[src/rtl/kbd_pkg.sv]
// Shared PS/2 Set-2 definitions: prefix byte values, sequencer states, byte
// classification and the a-z scan-code lookup (also usable by display logic).
package kbd_pkg;

  localparam logic [7:0] KBD_BREAK = 8'hF0;
  localparam logic [7:0] KBD_EXT   = 8'hE0;
  localparam logic [7:0] KBD_PAUSE = 8'hE1;

  typedef enum logic [1:0] {
    S_IDLE,
    S_GAP,
    S_EMIT
  } kbd_state_t;

  typedef enum logic [1:0] {
    BYTE_KEY,
    BYTE_BRK,
    BYTE_EXT,
    BYTE_BAD
  } kbd_byte_t;

  // 00/FF are keyboard error/overrun codes; E1 starts the Pause sequence we do not decode.
  function automatic kbd_byte_t classify_byte(input logic [7:0] code);
    kbd_byte_t kind;
    if (code == KBD_EXT)
      kind = BYTE_EXT;
    else if (code == KBD_BREAK)
      kind = BYTE_BRK;
    else if (code == KBD_PAUSE || code == 8'h00 || code == 8'hFF)
      kind = BYTE_BAD;
    else
      kind = BYTE_KEY;
    return kind;
  endfunction

  function automatic logic [7:0] scan2ascii(input logic [7:0] code);
    logic [7:0] ascii;
    case (code)
      8'h1C:   ascii = 8'h61; // a
      8'h32:   ascii = 8'h62;
      8'h21:   ascii = 8'h63;
      8'h23:   ascii = 8'h64;
      8'h24:   ascii = 8'h65;
      8'h2B:   ascii = 8'h66;
      8'h34:   ascii = 8'h67;
      8'h33:   ascii = 8'h68;
      8'h43:   ascii = 8'h69;
      8'h3B:   ascii = 8'h6A;
      8'h42:   ascii = 8'h6B;
      8'h4B:   ascii = 8'h6C;
      8'h3A:   ascii = 8'h6D;
      8'h31:   ascii = 8'h6E;
      8'h44:   ascii = 8'h6F;
      8'h4D:   ascii = 8'h70;
      8'h15:   ascii = 8'h71;
      8'h2D:   ascii = 8'h72;
      8'h1B:   ascii = 8'h73;
      8'h2C:   ascii = 8'h74;
      8'h3C:   ascii = 8'h75;
      8'h2A:   ascii = 8'h76;
      8'h1D:   ascii = 8'h77;
      8'h22:   ascii = 8'h78;
      8'h35:   ascii = 8'h79;
      8'h1A:   ascii = 8'h7A; // z
      default: ascii = 8'h00;
    endcase
    return ascii;
  endfunction

endpackage

[src/rtl/kbd_scan2ascii.sv]
// Combinational Set-2 letter lookup; returns lowercase ASCII or 0 for non-letters.
module kbd_scan2ascii
  import kbd_pkg::*;
(
  input  logic [7:0] i_code,
  output logic [7:0] o_ascii
);

  assign o_ascii = scan2ascii(i_code);

endmodule

[src/rtl/kbd_scan_ctrl.sv]
// PS/2 scan-code sequencer: drains the receiver FIFO, folds E0/F0 prefixes into
// one key event per sequence, tracks the held key, counts presses, flags errors.
module kbd_scan_ctrl
  import kbd_pkg::*;
#(
  parameter int COUNT_W = 8
)
(
  input  logic               clk,
  input  logic               clrn,
  input  logic [7:0]         rx_data,
  input  logic               rx_ready,
  input  logic               rx_overflow,
  output logic               rx_pop,
  output logic               ev_valid,
  input  logic               ev_ready,
  output logic [7:0]         ev_code,
  output logic [7:0]         ev_ascii,
  output logic               ev_release,
  output logic               ev_ext,
  output logic               key_down,
  output logic [COUNT_W-1:0] press_cnt,
  output logic               err
);

  kbd_state_t         r_state;
  logic [7:0]         r_byte;
  logic               r_brk;
  logic               r_ext;
  logic               r_ev_valid;
  logic [7:0]         r_ev_code;
  logic [7:0]         r_ev_ascii;
  logic               r_ev_release;
  logic               r_ev_ext;
  logic               r_key_down;
  logic [7:0]         r_held_code;
  logic [COUNT_W-1:0] r_press_cnt;
  logic               r_err;

  kbd_byte_t          w_byte_kind;
  logic [7:0]         w_ascii;
  logic               w_new_press;
  logic               w_held_break;

  kbd_scan2ascii u_scan2ascii (
    .i_code  (r_byte),
    .o_ascii (w_ascii)
  );

  // NOTE: every signal written here gets a value on every path, so no latch is inferred.
  always_comb begin
    w_byte_kind  = classify_byte(r_byte);
    w_new_press  = !r_brk && !r_ext && (!r_key_down || (r_byte != r_held_code));
    w_held_break = r_brk && !r_ext && (r_byte == r_held_code);
  end

  // The pop must land in the same cycle the head byte is sampled, hence combinational.
  assign rx_pop = (r_state == S_IDLE) && rx_ready;

  // NOTE: non-blocking assignments so every decision below sees pre-edge register values.
  always_ff @(posedge clk or negedge clrn) begin
    if (!clrn) begin
      r_state      <= S_IDLE;
      r_byte       <= 8'h00;
      r_brk        <= 1'b0;
      r_ext        <= 1'b0;
      r_ev_valid   <= 1'b0;
      r_ev_code    <= 8'h00;
      r_ev_ascii   <= 8'h00;
      r_ev_release <= 1'b0;
      r_ev_ext     <= 1'b0;
      r_key_down   <= 1'b0;
      r_held_code  <= 8'h00;
      r_press_cnt  <= '0;
      r_err        <= 1'b0;
    end else begin
      if (rx_overflow)
        r_err <= 1'b1;

      unique case (r_state)
        S_IDLE: begin
          if (rx_ready) begin
            r_byte  <= rx_data;
            r_state <= S_GAP;
          end
        end

        S_GAP: begin
          r_state <= S_IDLE;
          unique case (w_byte_kind)
            BYTE_EXT: begin
              if (r_ext)
                r_err <= 1'b1;
              r_ext <= 1'b1;
            end
            BYTE_BRK: begin
              if (r_brk)
                r_err <= 1'b1;
              r_brk <= 1'b1;
            end
            BYTE_BAD: begin
              r_err <= 1'b1;
              r_brk <= 1'b0;
              r_ext <= 1'b0;
            end
            BYTE_KEY: begin
              r_ev_code    <= r_byte;
              r_ev_ascii   <= r_ext ? 8'h00 : w_ascii;
              r_ev_release <= r_brk;
              r_ev_ext     <= r_ext;
              r_brk        <= 1'b0;
              r_ext        <= 1'b0;
              r_ev_valid   <= 1'b1;
              r_state      <= S_EMIT;
              // A repeat of the held make code is typematic: event only, no count.
              if (w_new_press) begin
                r_press_cnt <= r_press_cnt + COUNT_W'(1);
                r_key_down  <= 1'b1;
                r_held_code <= r_byte;
              end else if (w_held_break) begin
                r_key_down <= 1'b0;
              end
            end
          endcase
        end

        S_EMIT: begin
          if (ev_ready) begin
            r_ev_valid <= 1'b0;
            r_state    <= S_IDLE;
          end
        end

        default: r_state <= S_IDLE;
      endcase
    end
  end

  assign ev_valid   = r_ev_valid;
  assign ev_code    = r_ev_code;
  assign ev_ascii   = r_ev_ascii;
  assign ev_release = r_ev_release;
  assign ev_ext     = r_ev_ext;
  assign key_down   = r_key_down;
  assign press_cnt  = r_press_cnt;
  assign err        = r_err;

endmodule

[config.mk]
export PLATFORM = sky130hd
export DESIGN_NAME = kbd_scan_ctrl
export DESIGN_NICKNAME = d
export VERILOG_FILES = /design/src/rtl/kbd_pkg.sv /design/src/rtl/kbd_scan2ascii.sv /design/src/rtl/kbd_scan_ctrl.sv
export SDC_FILE = /design/constraint.sdc
export NUM_CORES = 1
export LEC_CHECK = 0
export ABC_AREA = 1
export CAP_MARGIN = 25
export CORE_ASPECT_RATIO = 0.5
export CORE_MARGIN = 3
export CORE_UTILIZATION = 49
export DETAILED_ROUTE_END_ITERATION = 10
export GPL_ROUTABILITY_DRIVEN = 1
export HOLD_SLACK_MARGIN = 0.1
export PLACE_DENSITY = 0.76
export SLEW_MARGIN = 40
export SYNTH_ARGS = -nofsm -noshare
export SYNTH_HDL_FRONTEND = slang
export SYNTH_SLANG_ARGS = --single-unit
[constraint.sdc]
create_clock -name clk -period 2.6 [get_ports clk]
set_clock_uncertainty 0.2 [all_clocks]
set_input_delay 0.52 -clock clk [delete_from_list [all_inputs] [get_ports clk]]
set_output_delay 0.52 -clock clk [all_outputs]
set_load 0.01 [all_outputs]
### After elaboration in Yosys (flattened, before gate mapping)

Memories as Yosys holds them, arrays and structs flattened.
Index checks and enable logic that the tools add are counted.

* add/sub/neg operators: 1
* equality and inequality tests: 14
* muxes and demuxes: 21
* reduce and logical (&&, ||, !) cells: 27

Operators by type and width (number)
* $eq A8 B8 Y1 const B: 4
* $mux W8: 2
* $mux W2: 6
* $reduce_and A2 Y1: 5
* $reduce_and A3 Y1: 3
* $add A8 B1 Y8 const B: 1
* $eq A8 B8 Y1: 1
* $logic_not A8 Y1: 1
* $mux W1: 8
* $ne A8 B8 Y1: 1
* $reduce_bool A2 Y1: 4
* $eq A2 B2 Y1 const B: 3
* $ne A2 B2 Y1 const B: 3
* $pmux W1 S2: 3
* $pmux W2 S3: 1
* $logic_and A1 B1 Y1: 5
* $eq A2 B1 Y1 const B: 2
* $logic_not A2 Y1: 2
* $logic_not A1 Y1: 3
* $logic_or A1 B1 Y1: 3
* $pmux W1 S3: 1
* $reduce_or A2 Y1: 1

* bits in registers: 49
* memory bits (read-only): 896
* input bits: 13
* logic and storage cells: 77
* memories kept: 1

Memories
* (name not given): depth 128, bits a word 7, rd ports 1, clocked after Yosys merged registers in 0, wr ports 0, RTL line kbd_pkg.sv:38 `case (code)`

### Longest topological paths before layout

* depth after elaboration: 10
* mapped depth: 16
* gate-level depth less buffers: 15

### Cells and area by module

Synthesis repeated with hierarchy kept, for this count alone.

* cells, all modules: 389
* area total of the unflattened synthesis: 2951.6 µm²

By module, submodules not included
* kbd_scan_ctrl: instances 1, cells each 269, area an instance 2367.3 µm², sequential area each 1226.2 µm²
* kbd_scan2ascii: instances 1, cells each 120, area an instance 584.3 µm², sequential area each 0.0 µm²

### Least setup slack after synthesis

No wires, ideal clock.

* path type: register to register
* from: register r_byte[1]
* to: register r_press_cnt[6], in the netlist press_cnt[6]
* setup time: 0.117 ns
* arrival time: 2.229 ns
* data required time: 2.283 ns
* slack: 0.054 ns
* cell stages (with the launch flop): 16
* buffers on the path: 1
* period minus slack after synthesis: 2.546 ns
* cell sequence: dfrtp_1 > inv_1 > ha_1 > nand3_1 > inv_1 > nand4_1 > nand3_1 > o21ai_0 > ha_1 > nand2_1 > nor2_1 > nand2_1 > o21bai_4 > buf_6 > nand2_1 > nand2_1

* word-level cells in the longest chain between the ends: 8

Ends and longest elaborated chain
* from (decl): RTL line kbd_scan_ctrl.sv:27 `logic [7:0] r_byte;`
* from (signal assigned): RTL line kbd_scan_ctrl.sv:83 `r_byte <= rx_data;`
* $eq A8 B8 Y1 or $logic_not A8 Y1 (tied branches): RTL line kbd_pkg.sv:29 `else if (code == KBD_PAUSE || code == 8'h00 || code == 8'hFF)`
* $logic_or A1 B1 Y1 (2 in a row): RTL line kbd_pkg.sv:29
* $mux W2: RTL line kbd_pkg.sv:29
* $mux W2: RTL line kbd_pkg.sv:27 `else if (code == KBD_BREAK)`
* $mux W2: RTL line kbd_pkg.sv:25 `if (code == KBD_EXT)`
* $logic_not A2 Y1: RTL line kbd_scan_ctrl.sv:90 `unique case (w_byte_kind)`
* $reduce_and A3 Y1 (no line) *
* to (signal assigned): RTL line kbd_scan_ctrl.sv:117 `r_press_cnt <= r_press_cnt + COUNT_W'(1);`
* to (decl): RTL line kbd_scan_ctrl.sv:37 `logic [COUNT_W-1:0] r_press_cnt;`

Every way passes the cells marked *; elsewhere a longest branch is shown, timed or not.
A chain may end at the register's enable or synchronous reset.

### Worst setup path after layout

* from: register r_byte[6]
* to: register r_held_code[1]

* word-level cells in the longest chain between the ends: 8

Ends and longest elaborated chain
* $eq A8 B8 Y1 or $logic_not A8 Y1 (tied branches): RTL line kbd_pkg.sv:29
* $logic_or A1 B1 Y1 (2 in a row): RTL line kbd_pkg.sv:29
* $mux W2: RTL line kbd_pkg.sv:29
* $mux W2: RTL line kbd_pkg.sv:27
* $mux W2: RTL line kbd_pkg.sv:25
* $logic_not A2 Y1: RTL line kbd_scan_ctrl.sv:90
* $reduce_and A3 Y1 (no line) *
* to (signal assigned): RTL line kbd_scan_ctrl.sv:119 `r_held_code <= r_byte;`
* to (decl): RTL line kbd_scan_ctrl.sv:36 `logic [7:0] r_held_code;`

Marked as above.

==> flow_metrics.py <==
metrics = {
    "min_path": {
        "hold_path.class": "register to register",
    },
    "cts": {
        "tritoncts.num_buffers": 5,
        "cts-root-buf": "sky130_fd_sc_hd__clkbuf_16",
        "tritoncts_clock_tree": "done",
        "clkSinkCount": 47,
        "cts_max_path_buffers": 2,
        "clk_latency_ps": 290,
        "clk_transition_reported_paths_ps": 60,
        "htreeDepth": 2,
    },
    "power_and_ir_drop": {
        "p_int_uw": 2520,
        "peakVddDrop_mv": 0.666,
        "total_switching_power_uw": 2080,
        "p_seq_share_pct": 27.6,
        "power_frac_clock_pct": 14.6,
        "switching_share_pct": 45.3,
        "p_comb_share_pct": 57.7,
        "p_per_area_mw_per_mm2": 1240,
        "leakagePower_uw": 0.00190,
    },
    "critical_path": {
        "startpoint_type": "register",
        "setup.reg_to_reg.worst_slack_ps": 130,
        "cp_slowest_cell": "sky130_fd_sc_hd__dfrtp_2",
        "cp.required_ps": 2580,
        "critical_path.max_fanout": 16,
        "worst_path_most_repeated_cell": "sky130_fd_sc_hd__nand2_1",
        "cp_data_arrival_time_ps": 2450,
        "crit_path_cell_trace": "nand2_1 -> nor3_1 -> nand4_1 -> nand3_2 -> o21ai_2 -> ha_1 -> nand2_1 -> nor2_2 -> nand2_2 -> clkinvlp_4 -> buf_12 -> nand3_1 -> nand2_1",
        "worstSetupPathType": "register to register",
        "critical_path.max_stage_delay_ps": 430,
        "timing.critical_path.to_type": "register",
    },
    "synth": {
        "post-synth-top-area-fraction_pct": 40.7,
        "synth.area.top_cells": "sky130_fd_sc_hd__dfrtp_1 (41%), sky130_fd_sc_hd__nand2_1 (19%), sky130_fd_sc_hd__nand3_1 (8.1%)",
        "part_of_the_yosys_area_used_for_sequential_elements_pct": 40.7,
        "synthMostInstantiatedCell": "sky130_fd_sc_hd__nand2_1",
        "synth_area_mm2": 0.00289,
        "ys_dominant_reg_cell": "sky130_fd_sc_hd__dfrtp_1",
        "synth_nets": 428,
        "synth_cell_types": 29,
        "synth_warnings": 0,
        "syn-instance-count": 401,
        "synth_commonest_cells": "sky130_fd_sc_hd__nand2_1 (148), sky130_fd_sc_hd__dfrtp_1 (47), sky130_fd_sc_hd__nand3_1 (47), sky130_fd_sc_hd__inv_1 (36), sky130_fd_sc_hd__o21ai_0 (29)",
        "number_of_enable_flip_flop_cells_after_synthesis": 0,
        "yosys.area.top_type": "sky130_fd_sc_hd__dfrtp_1",
        "synthArstFlopShare_pct": 100,
        "avgSynthCellArea_um2": 7.20,
        "synth_seq_cells": 47,
    },
    "placement": {
        "gp_congestion": 0.897,
        "hpwlAfterDp_um": 5480,
        "buffer_ports.inserted": 41,
        "postPlaceCellArea_mm2": 0.00346,
    },
    "die": {
        "core-area_mm2": 0.00559,
        "start_util_pct": 51.7,
        "die_area_mm2": 0.00691,
        "rows": 19,
        "top_level_ports": 43,
        "chipWidth_um": 115,
        "fp.dieH_um": 60.3,
    },
    "sta": {
        "number_of_endpoints_failing_setup_at_the_final_stage": 0,
        "maxSlewViolCount": 0,
        "achievable-frequency_ghz": 0.405,
        "final.min_clock_period_ps": 2470,
        "timing_hold_violations_final": 0,
        "final.setup.tns_ps": 0,
        "fin_crit_sh_pct": 95.0,
    },
    "drt": {
        "wl_um": 7810,
        "post_drt_via_cell_ratio": 5.26,
        "initialDrtViolationCount": 168,
        "final_antenna_net_count": 0,
        "drc": 0,
        "num_vias": 2803,
        "avgRoutedWirePerCell_um": 14.7,
        "first_pass_iters": 5,
    },
    "grt": {
        "global_route_wire_length_before_repair_um": 12600,
        "grt_overflow": 0,
        "grt_start_max_net_pins": 48,
        "number_of_antenna_violations_at_the_first_check_in_global_routing": 0,
        "first_global_vias": 2630,
        "total_global_route_track_usage_pct": 23.7,
    },
    "cells_and_area": {
        "num-fill-cells": 514,
        "area_growth_pct": 28.8,
        "post-route-cell-area_mm2": 0.00372,
        "final_net_count": 486,
        "post_route_cells_drive_above_1_share_pct": 12.0,
        "antennaDiodeCount": 0,
    },
    "run": {
        "drv.max_cap_violation_count": 0,
    },
    "status": {
        "run_status": "finished, final reports clean",
    },
}
-- flip-flops by register name, indices dropped and copies added (netlist names), 2 cells and up --
register / cells
ev_code: 8
press_cnt: 8
r_state: 2
r_byte: 8
ev_ascii: 6
r_held_code: 8
-- logic make-up after synthesis --
logic type                 count (synthesis)  synth area share (%)
other                                      1                 0.130
adders and majority gates                 14                  6.06
DFF                                       47                  40.7
AOI/OAI and AO/OA                         38                  7.23
xor gates and xnor gates                   7                  2.12
buffers and inverters                     55                  8.62
muxes                                      2                 0.693
and+or+nand+nor                          237                  34.4
-- routing by layer --
layer | part of all wire (%) | global-route usage (%) | vias up | wire length [um]
li1 | - | - | 1390 | -
met1 | 47 | 32.4 | 1301 | 3630
met2 | 46 | 39.0 | 100 | 3600
met3 | 6.0 | 4.85 | 12 | 472
met4 | 1.3 | 6.09 | 0 | 105
met5 | 0 | 0 | - | 0
-- critical path: cells and delay by family, from the launching register on --
family | cells | cell delay [ps]
compound gates | 1 | 90
buf+inv | 2 | 290
simple gates | 9 | 1150
flops | 1 | 430
fa+ha+maj | 1 | 200
-- stage by stage --
step	hold slack [ps]	setup slack (ps)	power, uW	utilization [%]	cells
3_3_place_gp	257	58.8	3650	61.9	521
2_1_floorplan	24.4	54.2	2810	-	401
5_1_grt	300	-54.6	5000	66.6	533
4_1_cts	274	75.8	4480	65.4	531
6_report	278	130	4610	66.6	533
3_5_place_dp	259	-114	3750	61.9	521
-- power groups by stage --
stage / registers (uW) / clock network, uW / logic (uW)
after CTS: 1270 / 684 / 2530
after global routing: 1320 / 711 / 2970
after floorplan: 1290 / 0 / 1510
after detailed placement: 1280 / 0 / 2470
final: 1270 / 674 / 2660
after global placement: 1260 / 0 / 2400
-- final timing paths --
kind	from	to	cells past startpoint
max reg2reg	r_byte[6]$_DFFE_PN0P_	r_held_code[1]$_DFFE_PN0P_	13
min in group asynchronous	clrn	ev_ascii[5]$_DFFE_PN0P_	3
max	r_byte[6]$_DFFE_PN0P_	r_held_code[1]$_DFFE_PN0P_	13
max in group asynchronous	clrn	r_byte[5]$_DFFE_PN0P_	3
min reg2reg	r_held_code[4]$_DFFE_PN0P_	r_held_code[4]$_DFFE_PN0P_	2
min	r_held_code[4]$_DFFE_PN0P_	r_held_code[4]$_DFFE_PN0P_	2
-- cells in the final DEF (no fill, tap or decap) --
cell type and count:
sky130_fd_sc_hd__a21oi_1 6, sky130_fd_sc_hd__a31oi_1 1, sky130_fd_sc_hd__a32oi_1 1, sky130_fd_sc_hd__and2_1 1, sky130_fd_sc_hd__buf_12 2, sky130_fd_sc_hd__buf_2 1
sky130_fd_sc_hd__buf_4 21, sky130_fd_sc_hd__clkbuf_1 1, sky130_fd_sc_hd__clkbuf_16 5, sky130_fd_sc_hd__clkbuf_8 2, sky130_fd_sc_hd__clkdlybuf4s50_1 40, sky130_fd_sc_hd__clkinv_1 1
sky130_fd_sc_hd__clkinvlp_4 1, sky130_fd_sc_hd__conb_1 1, sky130_fd_sc_hd__dfrtp_1 45, sky130_fd_sc_hd__dfrtp_2 2, sky130_fd_sc_hd__dlygate4sd3_1 1, sky130_fd_sc_hd__ha_1 14
sky130_fd_sc_hd__inv_1 34, sky130_fd_sc_hd__inv_2 3, sky130_fd_sc_hd__mux2i_1 2, sky130_fd_sc_hd__nand2_1 147, sky130_fd_sc_hd__nand2_2 3, sky130_fd_sc_hd__nand3_1 45
sky130_fd_sc_hd__nand3_2 4, sky130_fd_sc_hd__nand4_1 5, sky130_fd_sc_hd__nor2_1 23, sky130_fd_sc_hd__nor2_2 3, sky130_fd_sc_hd__nor2_4 1, sky130_fd_sc_hd__nor3_1 2
sky130_fd_sc_hd__nor3_2 1, sky130_fd_sc_hd__o21ai_0 28, sky130_fd_sc_hd__o21ai_2 1, sky130_fd_sc_hd__o21bai_4 3, sky130_fd_sc_hd__or2_2 2, sky130_fd_sc_hd__xnor2_1 4
sky130_fd_sc_hd__xor2_1 3
-- final cells by class --
cell class | instances | area, um2 | share of cell area [%]
tap | 73 | 91.3 | 2.45
timing repair buffer | 65 | 613 | 16.5
sequential | 47 | 1180 | 31.7
inverter | 39 | 150 | 4.03
clock buffer | 8 | 156 | 4.20
multi-input combinational | 301 | 1530 | 41.2
-- what timing repair did --
action                                  4_1_cts  5_1_grt
gates resized for setup                       3       12
hold buffers                                  1        0
setup buffers                                 1        0
gates cloned                                  0        2
pin swaps                                     0        3
endpoints found under the setup margin       16       17
hold endpoints to repair                     47        0
(Power assumes the default switching activity.)
